--- config.mk ---
export PLATFORM = sky130hd
export DESIGN_NAME = drr_sched_weighted
export DESIGN_NICKNAME = d
export VERILOG_FILES = /design/src/rtl/drr_sched_weighted.sv
export SDC_FILE = /design/constraint.sdc
export NUM_CORES = 1
export LEC_CHECK = 0
export ABC_AREA = 1
export BUFFER_PORTS_ARGS = -buffer_cell sky130_fd_sc_hd__buf_2
export CAP_MARGIN = 25
export CORE_MARGIN = 1.5
export CORE_UTILIZATION = 61
export CTS_BUF_LIST = sky130_fd_sc_hd__clkbuf_2 sky130_fd_sc_hd__clkbuf_4 sky130_fd_sc_hd__clkbuf_8
export DETAILED_ROUTE_END_ITERATION = 12
export GPL_ROUTABILITY_DRIVEN = 0
export PLACE_DENSITY_LB_ADDON = 0.2
export SKIP_CTS_REPAIR_TIMING = 1
export SLEW_MARGIN = 20
export SYNTH_ARGS = -nofsm -noshare
export SYNTH_HDL_FRONTEND = slang
export SYNTH_SLANG_ARGS = --single-unit
--- constraint.sdc ---
create_clock -name clk_i -period 7.2 [get_ports clk_i]
set_clock_uncertainty 0.1 [all_clocks]
set_input_delay 0.72 -clock clk_i [delete_from_list [all_inputs] [get_ports clk_i]]
set_output_delay 0.72 -clock clk_i [all_outputs]
set_load 0.02 [all_outputs]
--- src/rtl/drr_sched_weighted.sv ---
// Weighted deficit-round-robin scheduler with registered valid/ready grant.
// Optional per-queue byte/packet statistics are built when DRR_STATS_EN is defined.
module drr_sched_weighted #(
  parameter int QUEUES    = 4,
  parameter int SIZE_W    = 16,
  parameter int QUANTUM_W = 12,
  parameter int DFT_W     = 20,
  localparam int IDX_W    = $clog2(QUEUES)
) (
  input  logic                          clk_i,
  input  logic                          rst_n_i,
  input  logic [QUEUES*SIZE_W-1:0]      size_i,
  input  logic [QUEUES-1:0]             size_val_i,
  input  logic [QUEUES*QUANTUM_W-1:0]   quantum_i,
  output logic                          grant_val_o,
  output logic [IDX_W-1:0]              grant_idx_o,
  output logic [SIZE_W-1:0]             grant_size_o,
  input  logic                          grant_rdy_i,
  input  logic [IDX_W-1:0]              stat_sel_i,
  input  logic                          stat_clr_i,
  output logic [31:0]                   stat_bytes_o,
  output logic [31:0]                   stat_pkts_o
);

  // state  | meaning
  // VISIT  | add quantum to queue p, or clear its deficit if empty
  // CHECK  | grant head of p if the deficit covers it, else move on
  // GRANT  | hold grant until handshake, then charge the deficit
  // SETTLE | idle cycle while upstream presents the new head
  typedef enum logic [1:0] {ST_VISIT, ST_CHECK, ST_GRANT, ST_SETTLE} state_t;

  localparam int MAX_IN = (SIZE_W > QUANTUM_W) ? SIZE_W : QUANTUM_W;
  localparam logic [IDX_W-1:0] P_LAST = IDX_W'(QUEUES - 1);

  if (DFT_W < MAX_IN + 1) begin : g_dft_w_check
    $error("drr_sched_weighted: DFT_W must be at least max(SIZE_W, QUANTUM_W)+1");
  end

  state_t              state_q, state_nxt;
  logic [IDX_W-1:0]    p_q, p_nxt;
  logic [DFT_W-1:0]    dft_q [QUEUES];
  logic                grant_val_q;
  logic [IDX_W-1:0]    grant_idx_q;
  logic [SIZE_W-1:0]   grant_size_q;

  logic                val_p;
  logic [SIZE_W-1:0]   size_p;
  logic [QUANTUM_W-1:0] quantum_p;
  logic [DFT_W-1:0]    dft_p;
  logic [DFT_W:0]      dft_sum;
  logic [DFT_W-1:0]    dft_sat;
  logic                hs;
  logic                p_adv, dft_clr, dft_add, dft_sub, grant_load;

  assign val_p     = size_val_i[p_q];
  assign size_p    = size_i[p_q*SIZE_W +: SIZE_W];
  assign quantum_p = quantum_i[p_q*QUANTUM_W +: QUANTUM_W];
  assign dft_p     = dft_q[p_q];
  assign dft_sum   = {1'b0, dft_p} + (DFT_W+1)'(quantum_p);
  assign dft_sat   = dft_sum[DFT_W] ? {DFT_W{1'b1}} : dft_sum[DFT_W-1:0];
  assign p_nxt     = (p_q == P_LAST) ? '0 : p_q + 1'b1;
  assign hs        = grant_val_q && grant_rdy_i;

  always_ff @(posedge clk_i or negedge rst_n_i) begin
    if (!rst_n_i) state_q <= ST_VISIT;
    else          state_q <= state_nxt;
  end

  always_comb begin
    state_nxt  = state_q;
    p_adv      = 1'b0;
    dft_clr    = 1'b0;
    dft_add    = 1'b0;
    dft_sub    = 1'b0;
    grant_load = 1'b0;
    case (state_q)
      ST_VISIT: begin
        if (!val_p) begin
          dft_clr = 1'b1;
          p_adv   = 1'b1;
        end else begin
          dft_add   = 1'b1;
          state_nxt = ST_CHECK;
        end
      end
      ST_CHECK: begin
        if (!val_p) begin
          dft_clr   = 1'b1;
          p_adv     = 1'b1;
          state_nxt = ST_VISIT;
        end else if (DFT_W'(size_p) <= dft_p) begin
          grant_load = 1'b1;
          state_nxt  = ST_GRANT;
        end else begin
          p_adv     = 1'b1;
          state_nxt = ST_VISIT;
        end
      end
      ST_GRANT: begin
        if (hs) begin
          dft_sub   = 1'b1;
          state_nxt = ST_SETTLE;
        end
      end
      ST_SETTLE: state_nxt = ST_CHECK;
      default:   state_nxt = ST_VISIT;
    endcase
  end

  always_ff @(posedge clk_i or negedge rst_n_i) begin
    if (!rst_n_i) begin
      p_q          <= '0;
      grant_val_q  <= 1'b0;
      grant_idx_q  <= '0;
      grant_size_q <= '0;
      for (int q = 0; q < QUEUES; q++) dft_q[q] <= '0;
    end else begin
      if (p_adv) p_q <= p_nxt;
      // p does not move during GRANT, so dft_q[p_q] is the granted queue
      if (dft_clr)      dft_q[p_q] <= '0;
      else if (dft_add) dft_q[p_q] <= dft_sat;
      else if (dft_sub) dft_q[p_q] <= dft_p - DFT_W'(grant_size_q);
      if (grant_load) begin
        grant_val_q  <= 1'b1;
        grant_idx_q  <= p_q;
        grant_size_q <= size_p;
      end else if (hs) begin
        grant_val_q <= 1'b0;
      end
    end
  end

  assign grant_val_o  = grant_val_q;
  assign grant_idx_o  = grant_idx_q;
  assign grant_size_o = grant_size_q;

`ifdef DRR_STATS_EN
  logic [31:0] bytes_q [QUEUES];
  logic [31:0] pkts_q  [QUEUES];
  logic [31:0] stat_bytes_q, stat_pkts_q;

  always_ff @(posedge clk_i or negedge rst_n_i) begin
    if (!rst_n_i) begin
      for (int q = 0; q < QUEUES; q++) begin
        bytes_q[q] <= '0;
        pkts_q[q]  <= '0;
      end
      stat_bytes_q <= '0;
      stat_pkts_q  <= '0;
    end else begin
      if (stat_clr_i) begin
        for (int q = 0; q < QUEUES; q++) begin
          bytes_q[q] <= '0;
          pkts_q[q]  <= '0;
        end
      end else if (hs) begin
        bytes_q[grant_idx_q] <= bytes_q[grant_idx_q] + 32'(grant_size_q);
        pkts_q[grant_idx_q]  <= pkts_q[grant_idx_q] + 32'd1;
      end
      if (stat_clr_i || int'(stat_sel_i) >= QUEUES) begin
        stat_bytes_q <= '0;
        stat_pkts_q  <= '0;
      end else begin
        stat_bytes_q <= bytes_q[stat_sel_i];
        stat_pkts_q  <= pkts_q[stat_sel_i];
      end
    end
  end

  assign stat_bytes_o = stat_bytes_q;
  assign stat_pkts_o  = stat_pkts_q;
`else
  logic unused_stat;
  assign unused_stat  = ^{stat_sel_i, stat_clr_i};
  assign stat_bytes_o = '0;
  assign stat_pkts_o  = '0;
`endif

endmodule

## Word-level counts from Yosys, hierarchy flattened

Index checks and enable logic that the tools add are counted.

- $add $sub $neg: 3
- $mul: 1
- Divide/modulo/power cells: 0
- Order comparisons: 4
- Eq/ne operators: 6
- Shift operators: 2
- Multiplexer cells: 33
- Bitwise gates (word level): 3
- Reduce and logical (&&, ||, !) cells: 7

Operator list:

| kind | number |
|---|---|
| 2-to-1 mux 80 bit | 3 |
| bitwise mux 80 bit | 2 |
| bitwise AND 80 bit | 1 |
| 2-to-1 mux 20 bit | 4 |
| inverter 80 bit | 1 |
| variable part select 64 x 7 -> 16 bit | 1 |
| variable part select 48 x 7 -> 12 bit | 1 |
| binary-select mux 20 bit (select 2 bit) | 1 |
| demux 20 bit (select 2 bit) | 1 |
| adder 20 x 12 -> 21 bit | 1 |
| less-or-equal comparator 16 x 20 -> 1 bit | 1 |
| subtractor 20 x 16 -> 20 bit | 1 |
| 2-to-1 mux 1 bit | 14 |
| 2-to-1 mux 2 bit | 5 |
| case mux 2 bit (4 select lines) | 1 |
| equality test 2 bit, second input constant | 3 |
| multiplier 2 x 2 -> 4 bit, second input constant | 1 |
| != test 2 bit, second input constant | 2 |
| >= comparator 3 bit, second input constant | 1 |
| < comparator 2 x 3 -> 1 bit, second input constant | 1 |
| < comparator 3 x 1 -> 1 bit, second input constant | 1 |
| inverter 2 -> 3 bit | 1 |
| nonzero test 3 bit | 1 |
| adder 2 x 1 -> 2 bit, second input constant | 1 |
| other kinds (8) | 9 |

- Bits in registers: 103
- Latch bits: 0
- Bits in writable memories: 0
- ROM bits: 0
- Bits of input ports: 122
- Word-level logic and storage cells: 68
- Memories: 0

## Depth between registers and ports, before layout

- Depth after elaboration: 9
- Mapped depth: 21
- Mapped depth without buffers: 17

## Worst setup path after synthesis

OpenSTA, ideal clock, no wires.

- Kind: register to register
- From: reg p_q[1]
- To: reg dft_q[17] in the netlist's numbering
- Library setup time: 0.119 ns
- Arrival: 3.047 ns
- Setup slack: 3.934 ns
- Stages on the path, launching flop included: 19
- Buffers on the path: 4
- Period minus slack after synthesis: 3.266 ns
- Cell sequence: dfrtp_1 -> inv_1 -> buf_2 -> clkbuf_1 -> clkbuf_1 -> a32oi_1 -> ha_1 -> fa_1 -> nand3_1 -> nand2_1 -> nand3_1 -> nand3_1 -> nand3_2 -> nand2_4 -> inv_2 -> buf_6 -> nand3_2 -> nand3_1 -> nand2_1

- Word-level cells in the longest chain between the ends: 9
- Elaborated cells between the ends (all ways): 28
- Those cells by class: 2 x add/sub; 1 x mul; 2 x order compare; 1 x shift; 17 x mux; 3 x bitwise; 2 x reduce/logical

RTL lines:

| element | RTL line | source |
|---|---|---|
| from (decl) | 40 | `logic [IDX_W-1:0] p_q, p_nxt;` |
| from (signal assigned) | 118 | `if (p_adv) p_q <= p_nxt;` |
| branches (longest 9 deep; another with adder 20 x 12 -> 21 bit) | -- |  |
| to (signal, indexed assignment) | 121 | `else if (dft_add) dft_q[p_q] <= dft_sat;` |
| to (signal, indexed assignment) | 122 | `else if (dft_sub) dft_q[p_q] <= dft_p - DFT_W'(grant_size_q);` |
| to (decl) | 41 | `logic [DFT_W-1:0] dft_q [QUEUES];` |

Several ways; the timed one is not identified. The select of a mux whose other input is x is not followed.
A chain may end at the register's enable or synchronous reset.

## Final worst setup path

- From: reg p_q[0]
- To: reg dft_q[13] in the netlist's numbering

Same word-level chain as after synthesis.

==> results.md <==
* Most frequent cell after synthesis: nand2_1
* Clk_lat worst skew at 0.40 ns
* DR DRC count at 0
* Antenna violations before repair at 0
* Largest area contributor in the netlist: dfrtp_1
* Vias after detailed routing at 8,721
* Final HPWL DP at 17.98 mm
* Tmin final at 4.486 ns
* GR Overflow Total at 0
* Die area at 0.01481 mm^2
* First-pass GRT wire length at 39.55 mm
* Top FF cell, synth: dfrtp_1
* Inserted Clock Buffers at 9
* Layout Nets at 1,573
* Post-DR vias/cell at 5.513
* XOR/XNOR Fraction of Synth Area at 1.427%
* Final Instance Area at 0.009275 mm^2
* Final-report setup violation count at 0
* Most area-consuming cells after synthesis: dfrtp_1 (30%), nand2_1 (16%), ha_1 (7.6%)
* Die Wd at 121.7 um
* Port Buffers at 137
* Post-synthesis sequential area ratio at 29.99%
* Clock Path Buffers at 2
* Syn Inst Count at 1,290
* CTS root buf: clkbuf_8
* Number of flops mapped to enable cells by yosys at 0
* Worst endpoint required time at 7.38 ns
* CP endpoint kind: register
* Largest net degree at the start of global routing at 105
* Site Rows at 43
* Most frequent cells after synthesis: nand2_1 (363), nor2_1 (128), inv_1 (125)
* Sink count of the clock tree at 103
* Cell Area, Synth at 0.008594 mm^2
* Synth top area share at 29.99%
* Share of cells above drive strength 1 at 14.27%
* Final hold viol count at 0
* YS warnings at 0
* Worst slew pin tran at 1.049 ns
* Setup TNS at 0 ns
* Critical path arrival at 4.66 ns
* Mean post-synth cell area at 6.662 um^2
* Largest family of logic cells by synthesized area: simple AND/OR/NAND/NOR gates
* Hold_ws at 0.1627 ns
* Critical Path Start Type: register
* CTS tree: built
* H-tree depth at 3
* Adder-Cell Fraction of Synth Area at 8.036%
* Tcrit/Tclk final at 62.31%
* Status: completed
* Hold Crit Class: input port to async pin
* Initial Util at 62.16%
* Core Area at 0.01383 mm^2
* Vias in the first global route at 8,144
* Complex-gate fraction of the synthesized area at 15.02%
* Diodes inserted at 0
* Antenna Nets Post-Route at 0
* First DRT Iteration DRCs at 714
* Drt first pass iters at 5
* Clock-pin slew on the worst setup and hold paths at 0.11 ns
* IO Count at 205
* Kind of critical path: register to register
* Max-slew violations at 0
* # Max-Cap Violations at 0
* Final WL at 24.41 mm
* Max-slew headroom at 29.89%
* FF+latch count, synth at 103
* Crit Path Max Fanout at 52
* Placed cell areas at 0.009067 mm^2
* RSZ-0062 raised after global routing: no
* Gr usage total at 34.49%
* Yosys cell types at 40
* Wire length per cell at 15.43 um
* Die Height at 121.7 um
* Simple-Gate Fraction of Synth Area at 31.21%
* Ys async rst share at 100.0%
* Mux cell area share after synthesis at 0%
* F_max at 222.9 MHz
* Area Growth Syn to Fin at 7.920%
==> through the flow <==
stage / setup slack [ns] / std cells / utilization (%)
global placement: 2.865 / 1565 / 65.58
finish: 2.714 / 1582 / 67.08
detailed placement: 2.814 / 1565 / 65.58
CTS: 2.793 / 1581 / 66.88
floorplan: 3.934 / 1353 / -
global route: 2.384 / 1582 / 67.08
==> cells in the final DEF (no fill, tap or decap), types with 9 or more instances in the layout <==
| cell type | synthesis | routed |
|---|---|---|
| nand2_1 | 363 | 363 |
| buf_2 | 8 | 136 |
| ha_1 | 52 | 52 |
| inv_1 | 125 | 124 |
| nand3_1 | 108 | 108 |
| o21ai_0 | 113 | 113 |
| a21oi_1 | 60 | 60 |
| o22ai_1 | 27 | 27 |
| nand2_2 | 13 | 13 |
| a32oi_1 | 12 | 12 |
| o21ai_1 | 14 | 14 |
| nor2_1 | 128 | 128 |
| conb_1 | 1 | 64 |
| dfrtp_1 | 103 | 102 |
| clkbuf_8 | 0 | 9 |
==> area by class of cell <==
cell class	count	area, um^2
clock buffer	9	123.9
clock inverter	7	56.30
fill	1326	4552
inverter	134	503.0
multi-input combinational	1005	5027
sequential	103	2579
tap	180	225.2
timing repair buffer	144	760.7
==> worst max-delay path, cell delays in order (launching register included) <==
cell	delay, ns
dfrtp_2	0.42
inv_2	0.65
buf_4	0.55
nand2_1	0.09
a32oi_1	0.57
ha_1	0.40
nand2_1	0.10
nand2_1	0.10
a21oi_1	0.19
nand3_1	0.18
nand3_2	0.14
nand2_4	0.10
inv_2	0.27
nand3_1	0.26
nand2_1	0.13
o21ai_0	0.08
==> final timing paths <==
path | startpoint | endpoint | slack (ns) | cells after the start
hold / removal | rst_n_i | dft_q[74] | 0.16 | 1
hold reg to reg | dft_q[12] | dft_q[12] | 0.39 | 2
setup reg to reg | p_q[0] | dft_q[13] | 2.71 | 15
setup / recovery | p_q[0] | dft_q[13] | 2.71 | 15
max in group asynchronous | rst_n_i | p_q[0] | 5.58 | 2
min in group clk_i | dft_q[12] | dft_q[12] | 0.39 | 2
==> flip-flops by register name, summed over array words and instances (netlist names) <==
register      cells
dft_q            80
grant_size_o     16
grant_idx_o       2
p_q               2
state_q           2
grant_val_o       1
==> cell families (layout without fill, tap and decap cells) <==
family                     count (synthesis)  count (layout)
and+or+nand+nor                          637             637
buffers and inverters                    245             294
AOI/OAI and AO/OA                        236             236
DFF                                      103             103
adders and majority gates                 54              54
xor gates and xnor gates                  14              14
other                                      1              64
==> per-layer routing <==
layer	up-vias	global-route usage [%]	share of wire, %
met2	406	58.33	47
met1	3977	44.12	41
met3	53	4.916	8.3
met4	0	14.93	3.2
li1	4285	-	-
met5	-	0	0
Power is not shown: default switching activity piles up to over one toggle a cycle in this logic, so the estimate is an artifact.
